$ cat src/rtl/pkt_read_arbiter_pkg.sv
// Shared constants and types for the packet read arbiter.
// Optional feature macro used by the top: PKT_READ_ARBITER_STAT_EN.
package pkt_read_arbiter_pkg;

    localparam int NUM_PORTS  = 8;
    localparam int PKT_W      = 134;
    localparam int ADDR_W     = 16;
    localparam int RAM_RD_LAT = 2;
    localparam int PORT_W     = 3;
    localparam int CNT_W      = 32;

    typedef logic [PORT_W-1:0] port_idx_t;

    // Tracks which port an in-flight RAM read belongs to.
    typedef struct packed {
        logic      vld;
        port_idx_t idx;
    } tag_t;

    function automatic logic [NUM_PORTS-1:0] port_onehot(input port_idx_t idx);
        port_onehot      = '0;
        port_onehot[idx] = 1'b1;
    endfunction

endpackage

$ cat src/rtl/pkt_read_arbiter_if.sv
// Port-side request/ack bus and RAM read bus of the packet read arbiter.
// slave = arbiter side, master = requesters + RAM side.
interface pkt_read_arbiter_if;

    logic [pkt_read_arbiter_pkg::NUM_PORTS-1:0]          iv_rd_req;
    logic [pkt_read_arbiter_pkg::NUM_PORTS*
           pkt_read_arbiter_pkg::ADDR_W-1:0]             iv_rd_bufadd;
    logic [pkt_read_arbiter_pkg::NUM_PORTS-1:0]          ov_rd_ack;
    logic                                                o_ram_rd;
    logic [pkt_read_arbiter_pkg::ADDR_W-1:0]             ov_ram_rdadd;
    logic [pkt_read_arbiter_pkg::PKT_W-1:0]              iv_ram_rdata;
    logic [pkt_read_arbiter_pkg::PKT_W-1:0]              ov_pkt;
    logic [pkt_read_arbiter_pkg::NUM_PORTS-1:0]          ov_pkt_wr;
    logic [pkt_read_arbiter_pkg::PORT_W-1:0]             ov_arb_state;

    modport slave (
        input  iv_rd_req, iv_rd_bufadd, iv_ram_rdata,
        output ov_rd_ack, o_ram_rd, ov_ram_rdadd, ov_pkt, ov_pkt_wr, ov_arb_state
    );

    modport master (
        output iv_rd_req, iv_rd_bufadd, iv_ram_rdata,
        input  ov_rd_ack, o_ram_rd, ov_ram_rdadd, ov_pkt, ov_pkt_wr, ov_arb_state
    );

endinterface

$ cat src/rtl/pkt_read_arbiter_rr_select.sv
// Round-robin pick among 8 requests, searching from last+1 and wrapping 7->0.
// Latency: combinational. Backpressure: none; caller masks ineligible requests.
module rr_select_8
    import pkt_read_arbiter_pkg::*;
(
    input  logic [NUM_PORTS-1:0] req,
    input  port_idx_t            last,
    output port_idx_t            gnt_idx,
    output logic                 gnt_vld
);

    port_idx_t cand;

    // Walk from the farthest candidate to the nearest so the nearest hit wins.
    always_comb begin
        gnt_idx = last;
        gnt_vld = 1'b0;
        cand    = '0;
        for (int k = NUM_PORTS; k >= 1; k--) begin
            cand = last + port_idx_t'(k);
            if (req[cand]) begin
                gnt_vld = 1'b1;
                gnt_idx = cand;
            end
        end
    end

endmodule

$ cat src/rtl/pkt_read_arbiter.sv
// Round-robin arbiter turning per-port read requests into central RAM reads (PKT_READ_ARBITER_STAT_EN adds ov_rd_cnt).
// Latency: ack/read 1 cycle after sampled request, ov_pkt_wr 3 cycles after the read.
// Backpressure: none; a port just acked is skipped for one sample so it can drop its request.
module pkt_read_arbiter
    import pkt_read_arbiter_pkg::*;
(
    input  logic                clk_sys,
    input  logic                reset,
    pkt_read_arbiter_if.slave   bus
`ifdef PKT_READ_ARBITER_STAT_EN
    ,
    output logic [CNT_W-1:0]    ov_rd_cnt
`endif
);

    logic [NUM_PORTS-1:0] ack_q, ack_d;
    logic                 rd_q, rd_d;
    logic [ADDR_W-1:0]    addr_q, addr_d;
    port_idx_t            ptr_q, ptr_d;
    port_idx_t            state_q, state_d;
    tag_t                 tag_q [RAM_RD_LAT];
    tag_t                 tag_d [RAM_RD_LAT];
    logic [PKT_W-1:0]     pkt_q, pkt_d;
    logic [NUM_PORTS-1:0] pkt_wr_q, pkt_wr_d;

    logic [NUM_PORTS-1:0] elig;
    port_idx_t            sel_idx;
    logic                 sel_vld;

    assign elig = bus.iv_rd_req & ~ack_q;

    rr_select_8 u_rr_select (
        .req     (elig),
        .last    (ptr_q),
        .gnt_idx (sel_idx),
        .gnt_vld (sel_vld)
    );

    always_comb begin
        ack_d   = '0;
        rd_d    = 1'b0;
        addr_d  = '0;
        ptr_d   = ptr_q;
        state_d = state_q;
        if (sel_vld) begin
            ack_d   = port_onehot(sel_idx);
            rd_d    = 1'b1;
            addr_d  = bus.iv_rd_bufadd[int'(sel_idx)*ADDR_W +: ADDR_W];
            ptr_d   = sel_idx;
            state_d = sel_idx;
        end

        // Tag follows the read until its RAM data arrives.
        tag_d[0] = '{vld: rd_q, idx: state_q};
        for (int s = 1; s < RAM_RD_LAT; s++) begin
            tag_d[s] = tag_q[s-1];
        end

        pkt_d    = '0;
        pkt_wr_d = '0;
        if (tag_q[RAM_RD_LAT-1].vld) begin
            pkt_d    = bus.iv_ram_rdata;
            pkt_wr_d = port_onehot(tag_q[RAM_RD_LAT-1].idx);
        end
    end

    // Pointer resets to 7 so the search after reset starts at port 0.
    always_ff @(posedge clk_sys) begin
        if (reset) begin
            ack_q    <= '0;
            rd_q     <= 1'b0;
            addr_q   <= '0;
            ptr_q    <= port_idx_t'(NUM_PORTS-1);
            state_q  <= '0;
            for (int s = 0; s < RAM_RD_LAT; s++) begin
                tag_q[s] <= '0;
            end
            pkt_q    <= '0;
            pkt_wr_q <= '0;
        end else begin
            ack_q    <= ack_d;
            rd_q     <= rd_d;
            addr_q   <= addr_d;
            ptr_q    <= ptr_d;
            state_q  <= state_d;
            for (int s = 0; s < RAM_RD_LAT; s++) begin
                tag_q[s] <= tag_d[s];
            end
            pkt_q    <= pkt_d;
            pkt_wr_q <= pkt_wr_d;
        end
    end

    assign bus.ov_rd_ack    = ack_q;
    assign bus.o_ram_rd     = rd_q;
    assign bus.ov_ram_rdadd = addr_q;
    assign bus.ov_arb_state = state_q;
    assign bus.ov_pkt       = pkt_q;
    assign bus.ov_pkt_wr    = pkt_wr_q;

`ifdef PKT_READ_ARBITER_STAT_EN
    logic [CNT_W-1:0] rd_cnt_q, rd_cnt_d;

    always_comb begin
        rd_cnt_d = rd_cnt_q + {{(CNT_W-1){1'b0}}, rd_q};
    end

    always_ff @(posedge clk_sys) begin
        if (reset) begin
            rd_cnt_q <= '0;
        end else begin
            rd_cnt_q <= rd_cnt_d;
        end
    end

    assign ov_rd_cnt = rd_cnt_q;
`endif

endmodule
$ cat src/flat_wrapper.sv
// flat-port wrapper written by rule: the top's interface ports become plain ports
module pkt_read_arbiter_flat import pkt_read_arbiter_pkg::*;
  (clk_sys, reset, bus_iv_rd_req, bus_iv_rd_bufadd, bus_iv_ram_rdata, bus_ov_rd_ack, bus_o_ram_rd, bus_ov_ram_rdadd, bus_ov_pkt, bus_ov_pkt_wr, bus_ov_arb_state);
  pkt_read_arbiter_if bus_i ();
  input  logic clk_sys;
  input  logic reset;
  input wire logic [$bits(bus_i.iv_rd_req)-1:0] bus_iv_rd_req;
  input wire logic [$bits(bus_i.iv_rd_bufadd)-1:0] bus_iv_rd_bufadd;
  input wire logic [$bits(bus_i.iv_ram_rdata)-1:0] bus_iv_ram_rdata;
  output wire logic [$bits(bus_i.ov_rd_ack)-1:0] bus_ov_rd_ack;
  output wire logic [$bits(bus_i.o_ram_rd)-1:0] bus_o_ram_rd;
  output wire logic [$bits(bus_i.ov_ram_rdadd)-1:0] bus_ov_ram_rdadd;
  output wire logic [$bits(bus_i.ov_pkt)-1:0] bus_ov_pkt;
  output wire logic [$bits(bus_i.ov_pkt_wr)-1:0] bus_ov_pkt_wr;
  output wire logic [$bits(bus_i.ov_arb_state)-1:0] bus_ov_arb_state;
  assign bus_i.iv_rd_req = bus_iv_rd_req;
  assign bus_i.iv_rd_bufadd = bus_iv_rd_bufadd;
  assign bus_i.iv_ram_rdata = bus_iv_ram_rdata;
  assign bus_ov_rd_ack = bus_i.ov_rd_ack;
  assign bus_o_ram_rd = bus_i.o_ram_rd;
  assign bus_ov_ram_rdadd = bus_i.ov_ram_rdadd;
  assign bus_ov_pkt = bus_i.ov_pkt;
  assign bus_ov_pkt_wr = bus_i.ov_pkt_wr;
  assign bus_ov_arb_state = bus_i.ov_arb_state;
  pkt_read_arbiter u_core (.clk_sys(clk_sys), .reset(reset), .bus(bus_i));
endmodule
$ cat config.mk
export PLATFORM = sky130hd
export DESIGN_NAME = pkt_read_arbiter_flat
export DESIGN_NICKNAME = d
export VERILOG_FILES = /design/src/rtl/pkt_read_arbiter_pkg.sv /design/src/rtl/pkt_read_arbiter_if.sv /design/src/rtl/pkt_read_arbiter_rr_select.sv /design/src/rtl/pkt_read_arbiter.sv /design/src/flat_wrapper.sv
export SDC_FILE = /design/constraint.sdc
export NUM_CORES = 1
export LEC_CHECK = 0
export ABC_AREA = 1
export BUFFER_PORTS_ARGS = -buffer_cell sky130_fd_sc_hd__buf_2
export CORE_AREA = 5 5 170 172
export CTS_CLUSTER_DIAMETER = 30
export CTS_CLUSTER_SIZE = 8
export DETAILED_ROUTE_END_ITERATION = 10
export DIE_AREA = 0 0 175 177
export PLACE_DENSITY = 0.55
export SYNTH_ARGS = -nofsm -noshare
export SYNTH_HDL_FRONTEND = slang
export SYNTH_HIERARCHICAL = 1
export SYNTH_SLANG_ARGS = --single-unit
$ cat constraint.sdc
create_clock -name clk_sys -period 2.35 [get_ports clk_sys]
set_input_delay 0.3525 -clock clk_sys [delete_from_list [all_inputs] [get_ports clk_sys]]
set_output_delay 0.3525 -clock clk_sys [all_outputs]
set_load 0.01 [all_outputs]
# Yosys cells after proc, flatten, opt, wreduce, memory -nomap -nowiden
# Memory sizes are Yosys's and may differ from the RTL's.
# Index checks and enable logic that the tools add are counted.
# classes
add_sub_neg	7
n_lt_le_gt_ge	12
n_shift	1
mux	41
n_bitwise	6
reduce_logical	4
# ops
operator	n
128-bit by 8-bit indexed part select with 16-bit output	1
3-bit by 4-bit < comparator with 1-bit output, second input constant	10
1-bit binary-select mux with 3-bit select	8
1-bit two-way mux	22
3-bit two-way mux	7
3-bit adder, second input constant	4
8-bit bitwise AND	1
4-bit two-way mux	2
8-bit NOT	1
3-bit by 2-bit adder with 3-bit output, second input constant	2
1-bit demux with 3-bit select	2
3-bit by 1-bit greater-or-equal comparator with 1-bit output, second input constant	2
2-bit OR reduction	2
3-bit by 1-bit adder with 3-bit output, second input constant	1
1-bit logical AND	2
1-bit NOT	2
1-bit OR	2
# totals
register_bits	173
ram_bits	8
elab_cells	79
mem_count	1
# memory_table
name	depth	width	rd	rd_ports_with_merged_regs	write_ports	line_no	rtl
u_core.tag_q	2	4	2	0	2	pkt_read_arbiter.sv:21	tag_t tag_q [RAM_RD_LAT];

# Longest topological paths before layout
# Gate-level depths: netlist of the first run.
# depth
word_depth	15
ltp_mapped	26
ltp_nobuf	23

# Cells and area by module
# Netlist of the first run, hierarchy kept.
# by_module_without_submodules
mod	n_inst	cells_each	area_each_um2	seq_area_each_um2
pkt_read_arbiter	1	906	6513.7	3623.5
rr_select_8	1	121	614.3	0.0

# Worst setup path after synthesis of the first run
# OpenSTA, ideal clock, no wires.
# synth_timing
kind	flip-flop to flip-flop
startpoint	register u_core.ptr_q[0]
endpoint	register u_core.addr_q[2] (netlist: u_core/bus.ov_ram_rdadd[2])
setup_ps	132
t_arrival_ps	2422
required_time_ps	2218
slack_ps	-204
stages_incl_launch_ff	25
synth_period_minus_slack_ps	2554
cell_sequence	dfxtp_1 buf_6 inv_8 ha_1 inv_1 nand3_1 nand3_2 nand2_2 inv_1 nor2_1 o21bai_1 nand2_1 nand2_1 nand2_1 nand2_1 nand2_1 buf_4 buf_8 buf_6 nand2_1 nand2_1 nand2_1 nand2_1 nand2_1 a21oi_1
# synth_rtl
item	line_no	rtl
start: declaration	pkt_read_arbiter.sv:19	port_idx_t ptr_q, ptr_d;
start signal: assignment	pkt_read_arbiter.sv:73	ptr_q <= port_idx_t'(NUM_PORTS-1);
start signal: assignment	pkt_read_arbiter.sv:84	ptr_q <= ptr_d;
3-bit adder	pkt_read_arbiter_rr_select.sv:20	cand = last + port_idx_t'(k);
1-bit binary-select mux with 3-bit select	pkt_read_arbiter_rr_select.sv:21	if (req[cand]) begin
1-bit two-way mux (not written as such)	pkt_read_arbiter_rr_select.sv:21	
3-bit two-way mux (6 in series)	pkt_read_arbiter_rr_select.sv:21	
3-bit two-way mux (*)	pkt_read_arbiter_rr_select.sv:21	
via u_core.sel_idx[0]	pkt_read_arbiter.sv:27	port_idx_t sel_idx;
128-bit by 8-bit indexed part select with 16-bit output (*)	pkt_read_arbiter.sv:48	addr_d = bus.iv_rd_bufadd[int'(sel_idx)*ADDR_W +: ADDR_W];
end signal: assignment	pkt_read_arbiter.sv:83	addr_q <= addr_d;
end: declaration	pkt_read_arbiter.sv:18	logic [ADDR_W-1:0] addr_q, addr_d;
# The timed path passes the listed nets; every way through them passes the cells marked *. The select of a mux whose other input is x is not followed.
# A chain may end at the register's enable or synchronous reset.

# Final worst setup path of the first run
# layout_timing
startpoint	register u_core.ptr_q[0]
endpoint	register u_core.addr_q[1] (netlist: u_core/bus.ov_ram_rdadd[1])
# Same word-level chain as after synthesis.

==> results of run 1 <==
state kept, by name, summed over array words and instances, names as in the netlist:
name                     count
u_core/bus.ov_pkt          134
u_core/bus.ov_ram_rdadd     16
u_core/bus.ov_pkt_wr         8
u_core/bus.ov_rd_ack         8
u_core/tag_q                 8
u_core/bus.ov_arb_state      3
u_core/ptr_q                 3
u_core/bus.o_ram_rd          1
metrics by stage:
| stage | setup TNS [ns] | instance area (um^2) | util | worst slack [ns] | std cells |
|---|---|---|---|---|---|
| 5_1_grt | -6.004 | 11210 | 0.4104 | -0.3337 | 1862 |
| 6_report | -1.997 | 11210 | 0.4104 | -0.1500 | 1862 |
| 3_5_place_dp | -4.921 | 10000 | 0.3661 | -0.3590 | 1815 |
| 2_1_floorplan | 0 | 7148 | - | 0.001590 | 1027 |
| 4_1_cts | -1.842 | 10910 | 0.3994 | -0.1366 | 1854 |
| 3_3_place_gp | -4.643 | 10000 | 0.3661 | -0.3441 | 1815 |
cells in the final DEF (no fill, tap or decap), types with 2 or more instances in the layout:
master	Yosys	layout
sky130_fd_sc_hd__nand4_1	6	6
sky130_fd_sc_hd__clkinv_8	0	9
sky130_fd_sc_hd__nor2_2	1	4
sky130_fd_sc_hd__buf_2	24	441
sky130_fd_sc_hd__nor4_2	0	2
sky130_fd_sc_hd__inv_6	0	5
sky130_fd_sc_hd__dfxtp_1	181	179
sky130_fd_sc_hd__a21oi_2	1	8
sky130_fd_sc_hd__inv_1	166	163
sky130_fd_sc_hd__nand3_1	34	24
sky130_fd_sc_hd__buf_4	10	39
sky130_fd_sc_hd__nand3_4	0	3
sky130_fd_sc_hd__buf_16	0	3
sky130_fd_sc_hd__nor2_1	163	160
sky130_fd_sc_hd__buf_6	4	4
sky130_fd_sc_hd__clkbuf_16	0	22
sky130_fd_sc_hd__inv_4	0	2
sky130_fd_sc_hd__nand2_2	9	36
sky130_fd_sc_hd__nand2_1	363	333
sky130_fd_sc_hd__a21oi_1	23	15
sky130_fd_sc_hd__dfxtp_4	0	2
sky130_fd_sc_hd__nor4_1	4	2
sky130_fd_sc_hd__nor3_1	5	4
sky130_fd_sc_hd__inv_2	6	5
sky130_fd_sc_hd__inv_12	0	3
sky130_fd_sc_hd__nand3_2	2	9
sky130_fd_sc_hd__o21a_1	2	2
sky130_fd_sc_hd__nand2_4	0	2
sky130_fd_sc_hd__buf_12	0	13
what timing repair did:
item,CTS,global route
setup buffers,3,3
setup endpoints to repair,26,29
pin swaps,4,14
cloned,4,5
endpoints found under the hold margin,0,0
resized for setup,37,51
hold buffers,0,0
cell type report:
class                   count  area (um^2)
well taps                 346        432.9
fillers                  2895        16110
inverters                 174        688.2
clock buffers              17        425.4
flip-flops and latches    181         3631
diodes                      1        2.502
multi-input cells         623         2806
repair buffers            505         3013
clock inverters            15        214.0
per-layer routing:
| metal | GRT usage | up-vias | part of all wire |
|---|---|---|---|
| met3 | 0.04999 | 40 | 0.084 |
| met1 | 0.1800 | 3322 | 0.37 |
| li1 | - | 3937 | - |
| met4 | 0.04845 | 0 | 0.025 |
| met2 | 0.3176 | 378 | 0.52 |
| met5 | 0 | - | 0 |
cells by family (layout without fill, tap and decap cells):
| kind of cell | count (synthesis) | in the layout | share of synthesized area |
|---|---|---|---|
| simple gates | 589 | 589 | 0.3267 |
| buf+inv | 223 | 711 | 0.1345 |
| flops | 181 | 181 | 0.5083 |
| compound gates | 29 | 29 | 0.02229 |
| xor+xnor | 3 | 3 | 0.004740 |
| fa+ha+maj | 2 | 2 | 0.003510 |
| other cells | 0 | 1 | 0 |
power groups by stage:
stage	Clock, uW	Combinational [uW]	Sequential [uW]
after global routing	3260	16200	3500
after global placement	0	11300	3550
after detailed placement	0	11200	3540
final	3020	14800	3480
after floorplan	0	7450	3580
after CTS	3140	13000	3480
worst max path at each step:
stage,endpoint,slack [ns]
2_1_floorplan,u_core/bus.ov_ram_rdadd[2],0.002
3_3_place_gp,u_core/bus.ov_ram_rdadd[3],-0.34
3_5_place_dp,u_core/bus.ov_ram_rdadd[9],-0.36
4_1_cts,u_core/bus.ov_ram_rdadd[6],-0.14
5_1_grt,u_core/bus.ov_ram_rdadd[0],-0.33
6_report,u_core/bus.ov_ram_rdadd[1],-0.15
worst min-delay path, cell delays in order:
cell	delay, ns
sky130_fd_sc_hd__buf_2	0.09
sky130_fd_sc_hd__inv_1	0.04
sky130_fd_sc_hd__nor2_1	0.03
==> impl_metrics.csv, run 1 <==
group,metric,value,unit
power_and_ir_drop,vdd_drop_max,1.429,mV
floorplanning,die_width,175,um
hold_path,hold_path_startpoint,"bus_iv_ram_rdata[91]",
logic_synthesis,yosys.cell_count.top_type,"sky130_fd_sc_hd__nand2_1",
finish,final_layout_size_suffix_gt1_frac,0.4092,
setup_path,crit_slowest_cell,"sky130_fd_sc_hd__dfxtp_4",
global_route,number_of_global_route_vias_before_repair,7730,
place,place_hpwl,21.40,mm
floorplanning,coreArea,0.02732,mm^2
cts,clockBufferDepth,2,
logic_synthesis,synth-warning-count,6,
setup_path,startpoint_kind_of_the_worst_setup_timing_path,"register",
logic_synthesis,synthCells,1027,
setup_path,timing.setup.critical_path_class,"reg -> reg",
sta,final_min_period_over_clock_period,1.064,
power_and_ir_drop,power_total,21340,uW
detailed_routing,dr.pass1.iters,5,
sta,final_critical_path_setup_slack,-0.1500,ns
detailed_routing,detail_route.wirelength,27.62,mm
setup_path,cp_cell_sequence,"inv_8, ha_4, nand3_2, nand3_2, nand2_2, inv_2, nor2_2, o21bai_1, nand2_1, nand2_2, nand3_4, nand2_8, clkinv_8, buf_12, nand2_1, nand2_1, nand2_1, nand2_1, nand2_1, a21oi_2",
setup_path,ff2ff_path_depth,20,
power_and_ir_drop,power.density,1903,mW/mm^2
status,status,"finished, violations left",
global_route,grt_total_ovfl,0,
setup_path,crit_start,"u_core/ptr_q[0]",
power_and_ir_drop,comb_power_share,0.696,
place,final_replace_weighted_congestion,0.8559,
floorplanning,initial_utilization,0.2609,
logic_synthesis,synth.ff_latch_count,181,
global_route,grt_antenna_before_repair,1,
logic_synthesis,synth_largest_area_cell,"sky130_fd_sc_hd__dfxtp_1",
logic_synthesis,ys.flop_type,"sky130_fd_sc_hd__dfxtp_1",
setup_path,cp_num_cells,20,
floorplanning,floorplan.die_area,0.03098,mm^2
logic_synthesis,synth_enable_flop_cells,0,
sta,setup_viol_count_final,18,
finish,syn2layout_area_growth,57.31,%
detailed_routing,detail_route.iter0.violations,271,
floorplanning,die_h,177,um
power_and_ir_drop,total_leakage_power,0.006692,uW
run,cap_viol_max_count,0,
logic_synthesis,synthesis.area_per_instance,6.941,um^2
cts,numClockSinks,181,
cts,cts.reportedPaths.clkPinSlew,0.09,ns
status,violated_checks,"negative setup slack",
detailed_routing,vias,7677,
logic_synthesis,seq_area_frac_synth,0.5083,
cts,tritoncts,"yes",
setup_path,timing.critical_path.max_delay_family,"simple AND/OR/NAND/NOR gates",
logic_synthesis,synth_unique_cells,32,
floorplanning,fp-row-count,61,
setup_path,worstPathRequired,2.67,ns
place,place.port_buffers,441,
floorplanning,boundaryPins,442,
detailed_routing,ant_nets,0,
power_and_ir_drop,switching_power,10170,uW
sta,clock_skew,0.01934,ns
setup_path,cpPeakStageDelay,0.39,ns
logic_synthesis,synth_top_cells_by_count,"sky130_fd_sc_hd__nand2_1 (363), sky130_fd_sc_hd__dfxtp_1 (181), sky130_fd_sc_hd__inv_1 (166), sky130_fd_sc_hd__nor2_1 (163), sky130_fd_sc_hd__nand3_1 (34)",
sta,count_of_pins_over_their_slew_limit,0,
power_and_ir_drop,p_int,11170,uW
setup_path,setup.worst_path.end_class,"register",
sta,final.min_clock_period,2.500,ns
global_route,grt_pass1_wl,41.08,mm
setup_path,path_buf_inv,4,
setup_path,cp.arrival,2.82,ns
detailed_routing,dr_wl_cell,14.83,um
hold_path,hold_depth,3,
sta,maxSlewHeadroom,0.7234,
logic_synthesis,syn-num-nets,1301,
setup_path,critPathMostFrequentCell,"sky130_fd_sc_hd__nand2_1",
global_route,grtUsageTotal,0.1676,
sta,slew_at_the_pin_closest_to_its_max_slew_limit,0.4149,ns
setup_path,r2r_setup_slack,-0.15,ns
logic_synthesis,yosys.area.top_type_share,0.5083,
cts,cts_max_level,4,
logic_synthesis,area_of_the_mapped_netlist,0.007128,mm^2
power_and_ir_drop,pwr-share-seq,0.163,
cts,clock_latency_on_the_worst_skew_pair,0.43,ns
hold_path,whs_endpoint,"u_core/bus.ov_pkt[91]",
logic_synthesis,synth-async-reset-ratio,0,
detailed_routing,viasPerCell,4.123,
sta,setup_repair_after_global_routing_missed_its_margin,"true",
power_and_ir_drop,power_switching_share,0.4766,
setup_path,critical_path_peak_fanout,8,
finish,nets,1776,
detailed_routing,post-route-drc-count,0,
cts,cts_inserted_buffers,17,
sta,maxClockFrequency,400.0,MHz
hold_path,min_path_type,"in -> reg",
logic_synthesis,synthTopCellsByArea,"sky130_fd_sc_hd__dfxtp_1 (51%), sky130_fd_sc_hd__nand2_1 (19%), sky130_fd_sc_hd__inv_1 (8.7%)",
sta,finalHoldViolCount,0,
cts,cts-root-buf,"sky130_fd_sc_hd__clkbuf_16",
setup_path,r2r_endpoint,"u_core/bus.ov_ram_rdadd[1]",
sta,hold_ws,0.1194,ns
power_and_ir_drop,share_clk_of_total_power,0.141,
setup_path,critical_path.reg2reg.startpoint,"u_core/ptr_q[0]",
global_route,grt_start_max_net_pins,42,
No activity file was read; power rests on OpenSTA's default activity.
==> run 2: changes to the inputs <==
--- a/config.mk
+++ b/config.mk
@@ -5,14 +5,14 @@
 export SDC_FILE = /design/constraint.sdc
 export NUM_CORES = 1
 export LEC_CHECK = 0
-export ABC_AREA = 1
 export BUFFER_PORTS_ARGS = -buffer_cell sky130_fd_sc_hd__buf_2
 export CORE_AREA = 5 5 170 172
 export CTS_CLUSTER_DIAMETER = 30
 export CTS_CLUSTER_SIZE = 8
 export DETAILED_ROUTE_END_ITERATION = 10
 export DIE_AREA = 0 0 175 177
-export PLACE_DENSITY = 0.55
+export HOLD_SLACK_MARGIN = 0.1
+export PLACE_DENSITY = 0.53
 export SYNTH_ARGS = -nofsm -noshare
 export SYNTH_HDL_FRONTEND = slang
 export SYNTH_HIERARCHICAL = 1
==> run 2 against run 1 <==
Compared with the run above: the run still ends with negative setup slack left; utilization rose by 1.1 points; die area did not move; area after synthesis fell by 5.2%; critical path type unchanged; largest power group unchanged.
==> impl_metrics.csv, run 2 <==
group,metric,value,unit
finish,layout_commonest_cell,"sky130_fd_sc_hd__buf_2",
sta,setup_viol_count_final,31,
hold_path,min_path_type,"in -> reg",
logic_synthesis,synth_enable_flop_cells,0,
setup_path,timing.setup.critical_path_class,"reg -> reg",
finish,syn2layout_area_growth,70.32,%
setup_path,critical_path.reg2reg.startpoint,"u_core/ptr_q[1]",
place,placedCellCount,1442,
cts,cts-root-buf,"sky130_fd_sc_hd__clkbuf_16",
logic_synthesis,synthCells,628,
sta,clock_skew,0.01298,ns
sta,slew_at_the_pin_closest_to_its_max_slew_limit,0.5589,ns
finish,fill_cells,2682,
sta,final_min_period_over_clock_period,1.368,
cts,cts.reportedPaths.clkPinSlew,0.08,ns
hold_path,hold_path_startpoint,"bus_iv_ram_rdata[11]",
global_route,grt_total_ovfl,0,
logic_synthesis,synthesis.area_per_instance,10.75,um^2
logic_synthesis,synthTopCellsByArea,"sky130_fd_sc_hd__dfxtp_1 (54%), sky130_fd_sc_hd__and2_1 (13%), sky130_fd_sc_hd__a221oi_1 (3.0%)",
detailed_routing,dr.pass1.iters,4,
logic_synthesis,synth_unique_cells,52,
detailed_routing,detail_route.iter0.violations,207,
cts,numClockSinks,181,
setup_path,setup.worst_path.end_class,"register",
sta,setup_repair_after_global_routing_missed_its_margin,"true",
finish,nets,1437,
finish,most-common-layout-cells,"sky130_fd_sc_hd__buf_2 (441), sky130_fd_sc_hd__dfxtp_1 (179), sky130_fd_sc_hd__and2_1 (136), sky130_fd_sc_hd__buf_4 (69), sky130_fd_sc_hd__buf_6 (21)",
logic_synthesis,yosys.area.top_type_share,0.5365,
run,cap_viol_max_count,0,
floorplanning,coreArea,0.02732,mm^2
logic_synthesis,seq_area_frac_synth,0.5365,
place,place.port_buffers,441,
detailed_routing,dr_wl_cell,17.15,um
place,dp_worst_setup_slack,-0.9327,ns
hold_path,whs_endpoint,"u_core/bus.ov_pkt[11]",
setup_path,cp.arrival,3.51,ns
sta,count_of_pins_over_their_slew_limit,0,
global_route,grt_start_max_net_pins,76,
global_route,grt_antenna_before_repair,1,
floorplanning,initial_utilization,0.2472,
power_and_ir_drop,power.density,1969,mW/mm^2
floorplanning,boundaryPins,442,
logic_synthesis,ys.flop_type,"sky130_fd_sc_hd__dfxtp_1",
global_route,grt_pass1_wl,39.12,mm
floorplanning,fp-row-count,61,
sta,final_critical_path_setup_slack,-0.8657,ns
finish,layout.area.seq,0.003631,mm^2
global_route,number_of_global_route_vias_before_repair,7079,
finish,fin_cells,1523,
setup_path,r2r_endpoint,"u_core/bus.ov_ram_rdadd[8]",
logic_synthesis,synth_largest_area_cell,"sky130_fd_sc_hd__dfxtp_1",
detailed_routing,viasPerCell,4.385,
cts,cts_inserted_buffers,17,
logic_synthesis,syn-num-nets,902,
floorplanning,floorplan.die_area,0.03098,mm^2
hold_path,hold_depth,2,
detailed_routing,vias,6679,
global_route,grtUsageTotal,0.1608,
sta,maxClockFrequency,311.0,MHz
sta,final.min_clock_period,3.216,ns
detailed_routing,detail_route.wirelength,26.11,mm
finish,multi_input_comb_area,0.003306,mm^2
power_and_ir_drop,vdd_drop_max,2.512,mV
place,place_hpwl,20.27,mm
floorplanning,die_width,175,um
cts,clockBufferDepth,2,
status,status,"finished, violations left",
setup_path,critical_path_peak_fanout,6,
logic_synthesis,synth-async-reset-ratio,0,
cts,clock_latency_on_the_worst_skew_pair,0.42,ns
finish,postLayoutCoreUtil,0.4210,
setup_path,startpoint_kind_of_the_worst_setup_timing_path,"register",
cts,tritoncts,"yes",
detailed_routing,ant_nets,0,
setup_path,worstPathRequired,2.64,ns
logic_synthesis,synth.ff_latch_count,181,
status,violated_checks,"negative setup slack",
setup_path,r2r_setup_slack,-0.87,ns
place,final_replace_weighted_congestion,0.8747,
detailed_routing,post-route-drc-count,0,
finish,final_layout_size_suffix_gt1_frac,0.5791,
logic_synthesis,area_of_the_mapped_netlist,0.006754,mm^2
logic_synthesis,yosys.cell_count.top_type,"sky130_fd_sc_hd__dfxtp_1",
logic_synthesis,synth_top_cells_by_count,"sky130_fd_sc_hd__dfxtp_1 (181), sky130_fd_sc_hd__and2_1 (137), sky130_fd_sc_hd__a21oi_1 (23), sky130_fd_sc_hd__a221oi_1 (23), sky130_fd_sc_hd__nor2b_1 (22)",
floorplanning,die_h,177,um
power_and_ir_drop,total_leakage_power,0.005678,uW
sta,finalHoldViolCount,0,
logic_synthesis,synth-warning-count,6,
cts,cts_max_level,4,
finish,postLayoutCellArea,0.01150,mm^2
place,placed_area,0.01004,mm^2
setup_path,ff2ff_path_depth,14,
sta,maxSlewHeadroom,0.6274,
finish,largest_register_ffs,134,
==> run 2: changes by cell type after synthesis, sizes merged, moves of 11 or more <==
| cell | before | now |
|---|---|---|
| nand2 | 372 | 12 |
| inv | 173 | 9 |
| nor2 | 164 | 15 |
| and2 | 0 | 138 |
| nand3 | 36 | 1 |
| a221oi | 0 | 23 |
| nor2b | 0 | 22 |
| mux2i | 0 | 19 |
| nand2b | 0 | 18 |
| a22oi | 0 | 17 |
| a211o | 0 | 15 |
| a211oi | 0 | 14 |
| o31ai | 0 | 11 |
==> run 2: logic make-up (layout without fill, tap and decap cells) <==
kind of cell | count (synthesis) | count (layout) | share of synthesized area
AOI/OAI and AO/OA | 124 | 124 | 0.1397
xor gates and xnor gates | 4 | 4 | 0.005188
adders and majority gates | 2 | 2 | 0.003704
buffers and inverters | 59 | 607 | 0.04557
DFF | 181 | 181 | 0.5365
muxes | 34 | 34 | 0.07058
other | 0 | 1 | 0
and+or+nand+nor | 224 | 224 | 0.1988
==> run 2: worst max-delay path by stage <==
stage                     startpoint                         end  slack [ns]  cells after the start
finish               u_core/ptr_q[1]  u_core/bus.ov_ram_rdadd[8]       -0.87                     14
CTS                  u_core/ptr_q[1]  u_core/bus.ov_ram_rdadd[8]       -0.78                     13
global placement    bus_iv_rd_req[1]  u_core/bus.ov_ram_rdadd[1]       -0.90                     13
floorplan            u_core/ptr_q[1]  u_core/bus.ov_ram_rdadd[8]       -0.79                     15
detailed placement  bus_iv_rd_req[5]  u_core/bus.ov_ram_rdadd[7]       -0.93                     14
global route         u_core/ptr_q[0]  u_core/bus.ov_ram_rdadd[6]       -0.97                     15
==> run 2: area by class of cell <==
| class | instances | area share |
|---|---|---|
| diodes | 1 | 0.0002175 |
| clock buffers | 17 | 0.03698 |
| clock inverters | 15 | 0.01544 |
| inverters | 9 | 0.004024 |
| multi-input cells | 388 | 0.2874 |
| flip-flops and latches | 181 | 0.3156 |
| well taps | 346 | 0.03763 |
| repair buffers | 566 | 0.3027 |
==> run 2: worst max-delay path: stages, from the launching register on <==
cell and delay, ns:
sky130_fd_sc_hd__dfxtp_4 0.40, sky130_fd_sc_hd__inv_8 0.04, sky130_fd_sc_hd__ha_4 0.29, sky130_fd_sc_hd__mux4_2 0.37, sky130_fd_sc_hd__a221o_1 0.34, sky130_fd_sc_hd__a32o_2 0.28, sky130_fd_sc_hd__a211oi_4 0.29, sky130_fd_sc_hd__a211oi_4 0.07
sky130_fd_sc_hd__buf_6 0.14, sky130_fd_sc_hd__buf_6 0.12, sky130_fd_sc_hd__buf_16 0.12, sky130_fd_sc_hd__nand2b_4 0.08, sky130_fd_sc_hd__o22ai_1 0.08, sky130_fd_sc_hd__a222oi_1 0.35, sky130_fd_sc_hd__a21oi_1 0.11
==> run 2: routing by layer <==
metal	global-route usage	share of wire
met1	0.1793	0.39
met2	0.2844	0.51
met3	0.04956	0.076
met4	0.06874	0.034
met5	0	0
==> run 2: what timing repair did <==
item / 4_1_cts / 5_1_grt
setup endpoints to repair: 31 / 31
hold buffers: 18 / 0
setup buffers: 25 / 6
endpoints found under the hold margin: 18 / 0
pin swaps: 24 / 13
resized for setup: 71 / 21
gates cloned: 2 / 0
==> run 2: through the flow <==
stage	hold slack (ns)	TNS, ns	power, uW
floorplan	0.4138	-19.94	11770
global placement	0.4195	-19.82	15970
detailed placement	0.4231	-20.56	16010
CTS	0.1002	-17.41	21820
global route	0.1038	-22.80	23980
finish	0.1232	-18.55	22650
==> run 2: where the power goes <==
group / internal (uW) / total (uW) / switching (uW)
Sequential: 3390 / 3520 / 129
Combinational: 8610 / 16300 / 7650
Clock: 1450 / 2880 / 1430
Total: 13400 / 22700 / 9210
